==> config.mk <==
export PLATFORM = sky130hd
export DESIGN_NAME = reset_sequencer
export DESIGN_NICKNAME = d
export VERILOG_FILES = /design/src/rtl/reset_seq_pkg.sv /design/src/rtl/reset_sequencer_wdt_timer.sv /design/src/rtl/reset_sequencer.sv
export SDC_FILE = /design/constraint.sdc
export NUM_CORES = 1
export LEC_CHECK = 0
export BUFFER_PORTS_ARGS = -buffer_cell sky130_fd_sc_hd__buf_4
export CELL_PAD_IN_SITES_DETAIL_PLACEMENT = 0
export CELL_PAD_IN_SITES_GLOBAL_PLACEMENT = 1
export CORE_MARGIN = 2
export CORE_UTILIZATION = 44
export DETAILED_ROUTE_END_ITERATION = 8
export GPL_TIMING_DRIVEN = 0
export PLACE_DENSITY = 0.88
export RECOVER_POWER = 50
export SYNTH_ARGS = -nofsm -noshare
export SYNTH_HDL_FRONTEND = slang
export SYNTH_SLANG_ARGS = --single-unit
export TNS_END_PERCENT = 10
==> constraint.sdc <==
create_clock -name clk -period 2.4 [get_ports clk]
set_input_delay 0.24 -clock clk [delete_from_list [all_inputs] [get_ports clk]]
set_output_delay 0.24 -clock clk [all_outputs]
set_load 0.01 [all_outputs]
==> src/rtl/reset_seq_pkg.sv <==
// Shared types and default constants for the staggered reset sequencer.
// Also holds the helper that maps a domain index to its release edge.
package reset_seq_pkg;

  typedef enum logic [1:0] {
    CAUSE_POR  = 2'd0,
    CAUSE_SOFT = 2'd1,
    CAUSE_WDT  = 2'd2
  } cause_e;

  typedef enum logic {
    ST_SEQ = 1'b0,
    ST_RUN = 1'b1
  } state_e;

  localparam int unsigned DEF_NUM_CH      = 4;
  localparam int unsigned DEF_HOLD_CYCLES = 1;
  localparam int unsigned DEF_STAGGER     = 2;
  localparam int unsigned DEF_WDT_WIDTH   = 16;
  localparam int unsigned DEF_CNT_WIDTH   = 32;

  function automatic int unsigned release_edge(
    input int unsigned hold,
    input int unsigned stagger,
    input int unsigned idx
  );
    return hold + idx * stagger;
  endfunction

endpackage

==> src/rtl/reset_sequencer_wdt_timer.sv <==
// Watchdog counter: counts while enabled, cleared by kick, clear or expiry.
// Expiry is flagged combinationally; the parent registers it.
module wdt_timer #(
  parameter int unsigned WIDTH = 16
) (
  input  logic             clk,
  input  logic             rst,
  input  logic             en_i,
  input  logic             kick_i,
  input  logic             clear_i,
  input  logic [WIDTH-1:0] limit_i,
  output logic             expire_o
);

  logic [WIDTH-1:0] cnt_q, cnt_d;
  logic             active;

  assign active   = en_i && (limit_i != '0) && !clear_i;
  assign expire_o = active && !kick_i &&
                    (cnt_q == limit_i - WIDTH'(1));

  // A counter above a lowered limit simply keeps counting until it wraps.
  always_comb begin
    cnt_d = cnt_q + WIDTH'(1);
    if (!active || kick_i || expire_o) cnt_d = '0;
  end

  always_ff @(posedge clk or posedge rst) begin
    if (rst) cnt_q <= '0;
    else     cnt_q <= cnt_d;
  end

endmodule

==> src/rtl/reset_sequencer.sv <==
// Staggered multi-domain reset generator with soft reset and watchdog.
// Domains release one by one after a hold period; cause and uptime are reported.
module reset_sequencer
  import reset_seq_pkg::*;
#(
  parameter int unsigned NUM_CH      = DEF_NUM_CH,
  parameter int unsigned HOLD_CYCLES = DEF_HOLD_CYCLES,
  parameter int unsigned STAGGER     = DEF_STAGGER,
  parameter int unsigned WDT_WIDTH   = DEF_WDT_WIDTH,
  parameter int unsigned CNT_WIDTH   = DEF_CNT_WIDTH
) (
  input  logic                 clk,
  input  logic                 rst,
  input  logic                 soft_rst_req,
  input  logic                 wdt_en,
  input  logic                 wdt_kick,
  input  logic [WDT_WIDTH-1:0] wdt_limit,
  output logic [NUM_CH-1:0]    ch_rst_n,
  output logic                 all_released,
  output logic                 wdt_fired,
  output logic [1:0]           reset_cause,
  output logic [CNT_WIDTH-1:0] cycle_count
);

  localparam int unsigned LAST =
    HOLD_CYCLES + (NUM_CH - 1) * STAGGER;
  localparam int unsigned SW = $clog2(LAST + 1);

  state_e               state_q;
  cause_e               cause_q;
  logic [SW-1:0]        seq_q;
  logic [NUM_CH-1:0]    ch_q;
  logic                 all_q;
  logic                 fired_q;
  logic [CNT_WIDTH-1:0] cyc_q;

  logic [NUM_CH-1:0] rel;
  logic              last_edge;
  logic              wdt_exp;
  logic              wdt_clear;
  logic [31:0]       edge_k;

  // edge_k is the index of the SEQ edge currently being taken
  assign edge_k    = 32'(seq_q) + 32'd1;
  assign last_edge = (edge_k == LAST);
  assign wdt_clear = soft_rst_req || (state_q != ST_RUN);

  always_comb begin
    rel = '0;
    for (int i = 0; i < NUM_CH; i++) begin
      rel[i] = edge_k >=
        release_edge(HOLD_CYCLES, STAGGER, i);
    end
  end

  wdt_timer #(
    .WIDTH (WDT_WIDTH)
  ) u_wdt (
    .clk      (clk),
    .rst      (rst),
    .en_i     (wdt_en),
    .kick_i   (wdt_kick),
    .clear_i  (wdt_clear),
    .limit_i  (wdt_limit),
    .expire_o (wdt_exp)
  );

  always_ff @(posedge clk or posedge rst) begin
    if (rst) begin
      state_q <= ST_SEQ;
      cause_q <= CAUSE_POR;
      seq_q   <= '0;
      ch_q    <= '0;
      all_q   <= 1'b0;
      fired_q <= 1'b0;
      cyc_q   <= '0;
    end else begin
      fired_q <= 1'b0;
      if (soft_rst_req || wdt_exp) begin
        state_q <= ST_SEQ;
        seq_q   <= '0;
        ch_q    <= '0;
        all_q   <= 1'b0;
        cyc_q   <= '0;
        cause_q <= soft_rst_req ? CAUSE_SOFT : CAUSE_WDT;
        fired_q <= !soft_rst_req;
      end else begin
        unique case (1'b1)
          state_q == ST_SEQ: begin
            seq_q <= seq_q + SW'(1);
            ch_q  <= ch_q | rel;
            if (last_edge) begin
              state_q <= ST_RUN;
              all_q   <= 1'b1;
            end
          end
          state_q == ST_RUN: begin
            if (cyc_q != '1) cyc_q <= cyc_q + CNT_WIDTH'(1);
          end
          default: ;
        endcase
      end
    end
  end

  assign ch_rst_n     = ch_q;
  assign all_released = all_q;
  assign wdt_fired    = fired_q;
  assign reset_cause  = cause_q;
  assign cycle_count  = cyc_q;

endmodule

* Word level (Yosys, flattened, before mapping)
Index checks and enable logic that the tools add are counted.
Word-level totals: logic and storage cells 57, bits of input ports 21, register bits after elaboration 60, output and inout bits 40
Cells by class: order comparisons 4, bitwise gates (word level) 2, add/subtract/negate cells 5, eq/ne operators 4, muxes and demuxes 16, reduce and logical (&&, ||, !) cells 18
Operators with widths (number):
- two-way mux 32 bit | 3
- adder 32 x 1 -> 32 bit (second input constant) | 1
- inequality test 32 bit (second input constant) | 1
- adder 16 x 1 -> 16 bit (second input constant) | 1
- equality test 16 bit | 1
- two-way mux 16 bit | 1
- nonzero test 16 bit | 1
- subtractor 16 x 1 -> 16 bit (second input constant) | 1
- >= comparator 4 x 3 -> 1 bit (second input constant) | 2
- two-way mux 4 bit | 2
- two-way mux 1 bit | 7
- two-way mux 3 bit | 2
- nonzero test 2 bit | 3
- adder 3 x 1 -> 4 bit (second input constant) | 1
- equality test 4 x 3 -> 1 bit (second input constant) | 1
- >= comparator 4 x 1 -> 1 bit (second input constant) | 1
- >= comparator 4 x 2 -> 1 bit (second input constant) | 1
- logical AND 1 bit | 4
- zero test 1 bit | 4
- logical OR 1 bit | 4
- bitwise OR 4 bit | 1
- AND reduction 2 bit | 2
- adder 3 x 1 -> 3 bit (second input constant) | 1
- two-way mux 2 bit | 1
- 2 further kinds | 2

* Logic depth before layout (Yosys ltp)
depth in word-level cells 9, depth in mapped cells 9, depth with buffers taken out 8

* Cells and area by module
A second synthesis with hierarchy kept.
Unflattened totals: cells, all modules 434, area, all modules 3818.7 µm²
Modules (own cells, without submodules):
- reset_sequencer | sequential area each 1101.1 µm², area each 2341.0 µm², times used 1, cells an instance 252
- wdt_timer | sequential area each 400.4 µm², area each 1477.7 µm², times used 1, cells an instance 182

* Least setup slack after synthesis
Ideal clock, no wire load.
kind input to register, from in soft_rst_req, to reg cyc_q[21] (netlist: cycle_count[21]), library setup time 0.138 ns, buffers on the path 2, cell stages on the path 8, data required time 2.262 ns, arrival 2.156 ns, slack 0.107 ns, cells stage by stage clkdlybuf4s50_2 inv_1 nand4_1 a31oi_1 o211ai_2 nor4_4 buf_6 nor3_2
Between the ends: cells in the longest elaborated chain, start to end 8, elaborated cells between the ends (all ways) 10, those cells by class mux (1); reduce/logical (9)
Ends and longest elaborated chain:
- start, declared | RTL line reset_sequencer.sv:14 | input logic soft_rst_req,
- logical OR 1 bit | RTL line reset_sequencer.sv:46 | assign wdt_clear = soft_rst_req || (state_q != ST_RUN);
- zero test 1 bit | RTL line reset_sequencer_wdt_timer.sv:18 | assign active = en_i && (limit_i != '0) && !clear_i;
- logical AND 1 bit | RTL line reset_sequencer_wdt_timer.sv:18
- logical AND 1 bit (2 in series) | RTL line reset_sequencer_wdt_timer.sv:19 | assign expire_o = active && !kick_i &&
- logical OR 1 bit * | RTL line reset_sequencer.sv:79 | if (soft_rst_req || wdt_exp) begin
- nonzero test 2 bit (no line)
- AND reduction 2 bit (no line)
- end signal, assigned | RTL line reset_sequencer.sv:98 | if (cyc_q != '1) cyc_q <= cyc_q + CNT_WIDTH'(1);
- end, declared | RTL line reset_sequencer.sv:35 | logic [CNT_WIDTH-1:0] cyc_q;
Every way passes the cells marked *; elsewhere a longest branch is shown, timed or not. A chain may end at the register's enable or synchronous reset.

* Worst setup path after layout
from reg state_q, to reg cyc_q[27] (netlist: cycle_count[27])
Between the ends: cells in the longest elaborated chain, start to end 9, elaborated cells between the ends (all ways) 11, those cells by class mux (1); bitwise (1); reduce/logical (9)
Ends and longest elaborated chain:
- start, declared | RTL line reset_sequencer.sv:29 | state_e state_q;
- start signal, assigned | RTL line reset_sequencer.sv:70 | state_q <= ST_SEQ;
- start signal, assigned | RTL line reset_sequencer.sv:80 | state_q <= ST_SEQ;
- start signal, assigned | RTL line reset_sequencer.sv:93 | state_q <= ST_RUN;
- inverter 1 bit
- logical OR 1 bit | RTL line reset_sequencer.sv:46
- zero test 1 bit | RTL line reset_sequencer_wdt_timer.sv:18
- logical AND 1 bit | RTL line reset_sequencer_wdt_timer.sv:18
- logical AND 1 bit (2 in series) | RTL line reset_sequencer_wdt_timer.sv:19
- logical OR 1 bit | RTL line reset_sequencer.sv:79
- nonzero test 2 bit (no line)
- AND reduction 2 bit (no line)
Several ways; a longest one is shown, not always the timed one.

==> out/results.tsv <==
metric	value	unit
Remaining DRCs	0	
post-synthesis sequential area ratio	37.7	%
Worst Setup EP	cycle_count[27]$_DFFE_PP0P_	
Power, Total	2.17	mW
clock share of power	42.0	%
Finish-stage setup viols	0	
Syn Area/Cell	9.03	um^2
crit-path max FO	8	
IO Port Bufs	57	
Distinct cells, synth	54	
crit-path cells	clkbuf_1, nand2_1, nor4_1, o2111a_1, nand3_1, xor2_1, nor3_2	
Root Driver	clkbuf_8	
Synthesized Nets	469	
Placed Instances	607	
WL/cell	15.2	um
Cell Area, Synth	3980	um^2
CP max-delay cell	nor4_1	
hpwl dp	7050	um
Worst Max-Slew Pin Slew	0.952	ns
Reg clk slew, reported paths	0.07	ns
top cell type's share of synthesized area	37.7	%
Die H	99.2	um
Critical Path Source	state_q$_DFF_PP0_	
Gate power share	10.1	%
worst reg-to-reg path cell count	7	
hold crit path type	in2reg	
global-route wire length before repair	16100	um
largest area contributor in the netlist	dfrtp_1	
number of global-route vias before repair	3273	
WHS Path Cells	5	
status	finished, final reports clean	
TritonCTS buffer count	9	
Sink Count	60	
final core utilization	54.3	%
core area	8760	um^2
worst path bufs/invs	1	
Final Hold Fails	0	
Net Sw Frac	25.4	%
period utilisation layout	94.7	%
setup TNS	0	ns
FF-to-FF End	cycle_count[27]$_DFFE_PP0P_	
Filler cells	866	
area growth from synthesis to layout	19.5	%
R2R Path Start	state_q$_DFF_PP0_	
nets@finish	542	
Site Rows	34	
synthesis-stage register bit count	60	
Max Slew Vio Count	0	
f_max	440	MHz
antenna violations before repair	0	
dpl cell area	4570	um^2
post-synthesis cell count	441	
Max stage delay on crit path	0.63	ns
r2r setup slk	0.13	ns
Stages on worst setup path	7	
worst hold slack	0.359	ns
diode count	0	
post-route cell area	4760	um^2
async set or reset register ratio after synthesis	100	%
ANT nets after route	0	
worst-skew pair later-pin latency	0.34	ns
relative slew slack	36.5	%
EDFF count, synth	0	
Synth warnings	0	
final std cells w/o fill	627	
area of the die	9830	um^2
via/cell ratio	5.60	
starting DRC count in detailed routing	122	
Worst Path Arrival	2.48	ns
VDD IR max	0.275	mV
Worst Skew	0.0112	ns
GRT Resource Usage Total	20.2	%
IO Pins	61	
H-tree depth	3	
CTS tree	yes	
sequential power share	47.9	%
final setup margin	0.127	ns
Lkg Pwr	2.02	nW
starting density of the core	45.5	%
P_int	1.62	mW
CP Launch Type	flop	
CP required	2.60	ns
Setup WS pre-CTS	-0.627	ns
share of layout cells above drive strength 1	17.5	%
main area contributors after synthesis	dfrtp_1, xnor2_1, xor2_1, nor2_1, nor3_1	
switching power	0.549	mW
first-pass iteration count of the detailed router	4	
Worst Setup End Kind	flop	
min Tclk post-route	2.27	ns
pwr/cell area	455	nW/um^2
grt total ovfl	0	
aggregate routed wire length	9500	um
max cap viols	0	
via count	3509	
Die X	99.2	um
largest net degree at the start of global routing	39	
clk buf depth	2	
WS Path Type	reg2reg	
RSZ-0062 raised after global routing	false	
ys flop type	dfrtp_1	
placer's final routability congestion estimate	0.840	
delay-heaviest family, CP	simple AND/OR/NAND/NOR gates	
## worst min-delay path by stage
stage	slack (ns)	from	to
2_1_floorplan	0.49	u_wdt.cnt_q[0]$_DFF_PP0_	u_wdt.cnt_q[0]$_DFF_PP0_
3_3_place_gp	0.48	reset_cause[0]$_DFFE_PP0N_	reset_cause[0]$_DFFE_PP0N_
3_5_place_dp	0.32	rst	u_wdt.cnt_q[3]$_DFF_PP0_
4_1_cts	0.33	wdt_en	u_wdt.cnt_q[15]$_DFF_PP0_
5_1_grt	0.37	wdt_en	u_wdt.cnt_q[2]$_DFF_PP0_
6_report	0.36	wdt_en	u_wdt.cnt_q[15]$_DFF_PP0_
## cell usage in the layout (no fill, tap or decap), drive strengths merged, types with 3 or more instances in the layout
cell    count
a21oi       6
a311oi      3
a31oi       6
and2        3
and3        9
and4        9
buf        42
clkbuf     48
clkinv      3
dfrtp      60
ha          7
inv        12
mux2i       4
nand2      32
nand3      21
nand4      18
nor2       55
nor2b       5
nor3       49
nor3b       7
nor4        9
o211ai      7
o21ai       8
o31ai       3
or4         6
xnor2      32
xor2       27
## synthesized netlist by cell type, types with 3 or more instances
cell	instances
mux2i_1	4
a311oi_1	3
a31oi_1	6
nor3_2	10
xor2_1	27
inv_1	12
nand2_1	32
nor4_1	6
ha_1	7
o21ai_0	8
nor3b_1	7
nor2_1	55
and4_1	9
clkbuf_1	11
dfrtp_1	60
nor3_1	39
nor2b_1	5
xnor2_1	32
nand3_1	21
and3_1	9
a21oi_1	6
o211ai_1	6
buf_6	6
or4_1	4
nand4_1	18
## power by group through the flow
stage,clock (mW),sequential (mW),combinational [mW]
after floorplan,0,1.06,0.133
after global placement,0,1.06,0.212
after detailed placement,0,1.06,0.222
after CTS,0.940,1.04,0.225
after global routing,0.990,1.04,0.249
final,0.911,1.04,0.219
## layout make-up
class	instances	area [um^2]	area share [%]
multi-input combinational	348	2330	48.9
sequential	60	1500	31.6
timing repair buffer	64	398	8.36
buffer	19	148	3.10
clock buffer	10	138	2.89
tap	108	135	2.84
clock inverter	6	63.8	1.34
inverter	12	45.0	0.946
## per-layer routing
metal | vias up | GRT usage [%] | share of wire [%]
met5 | - | 0 | 0
met1 | 1693 | 28.1 | 48
met2 | 66 | 32.3 | 47
met4 | 0 | 6.85 | 1.9
met3 | 16 | 3.37 | 3.3
li1 | 1734 | - | -
## kinds of logic after synthesis
group	share of synthesized area, %
AND/OR/NAND/NOR	33.3
AO/OA/AOI/OAI	8.01
XOR/XNOR	13.0
buffers and inverters	4.87
adder cells (fa/ha/maj)	2.20
flip-flops	37.7
multiplexers	1.01
## worst min-delay path: stages
cell and delay (ns):
buf_4 0.11, nand4_1 0.12, a31oi_4 0.09, nand2_1 0.07, nor2_1 0.03
## sequential cells by signal, summed over array words and instances, names as in the netlist
name and count:
wdt_fired 1, u_wdt.cnt_q 16, ch_rst_n 4, all_released 1, seq_q 3, state_q 1
reset_cause 2, cycle_count 32
## repair_timing
action	CTS	global route
hold buffers	1	0
endpoints found under the hold margin	22	0
endpoints found under the setup margin	53	57
setup buffers	2	3
pin swaps	1	2
resized for setup	5	6
No activity file was read; power rests on OpenSTA's default activity.
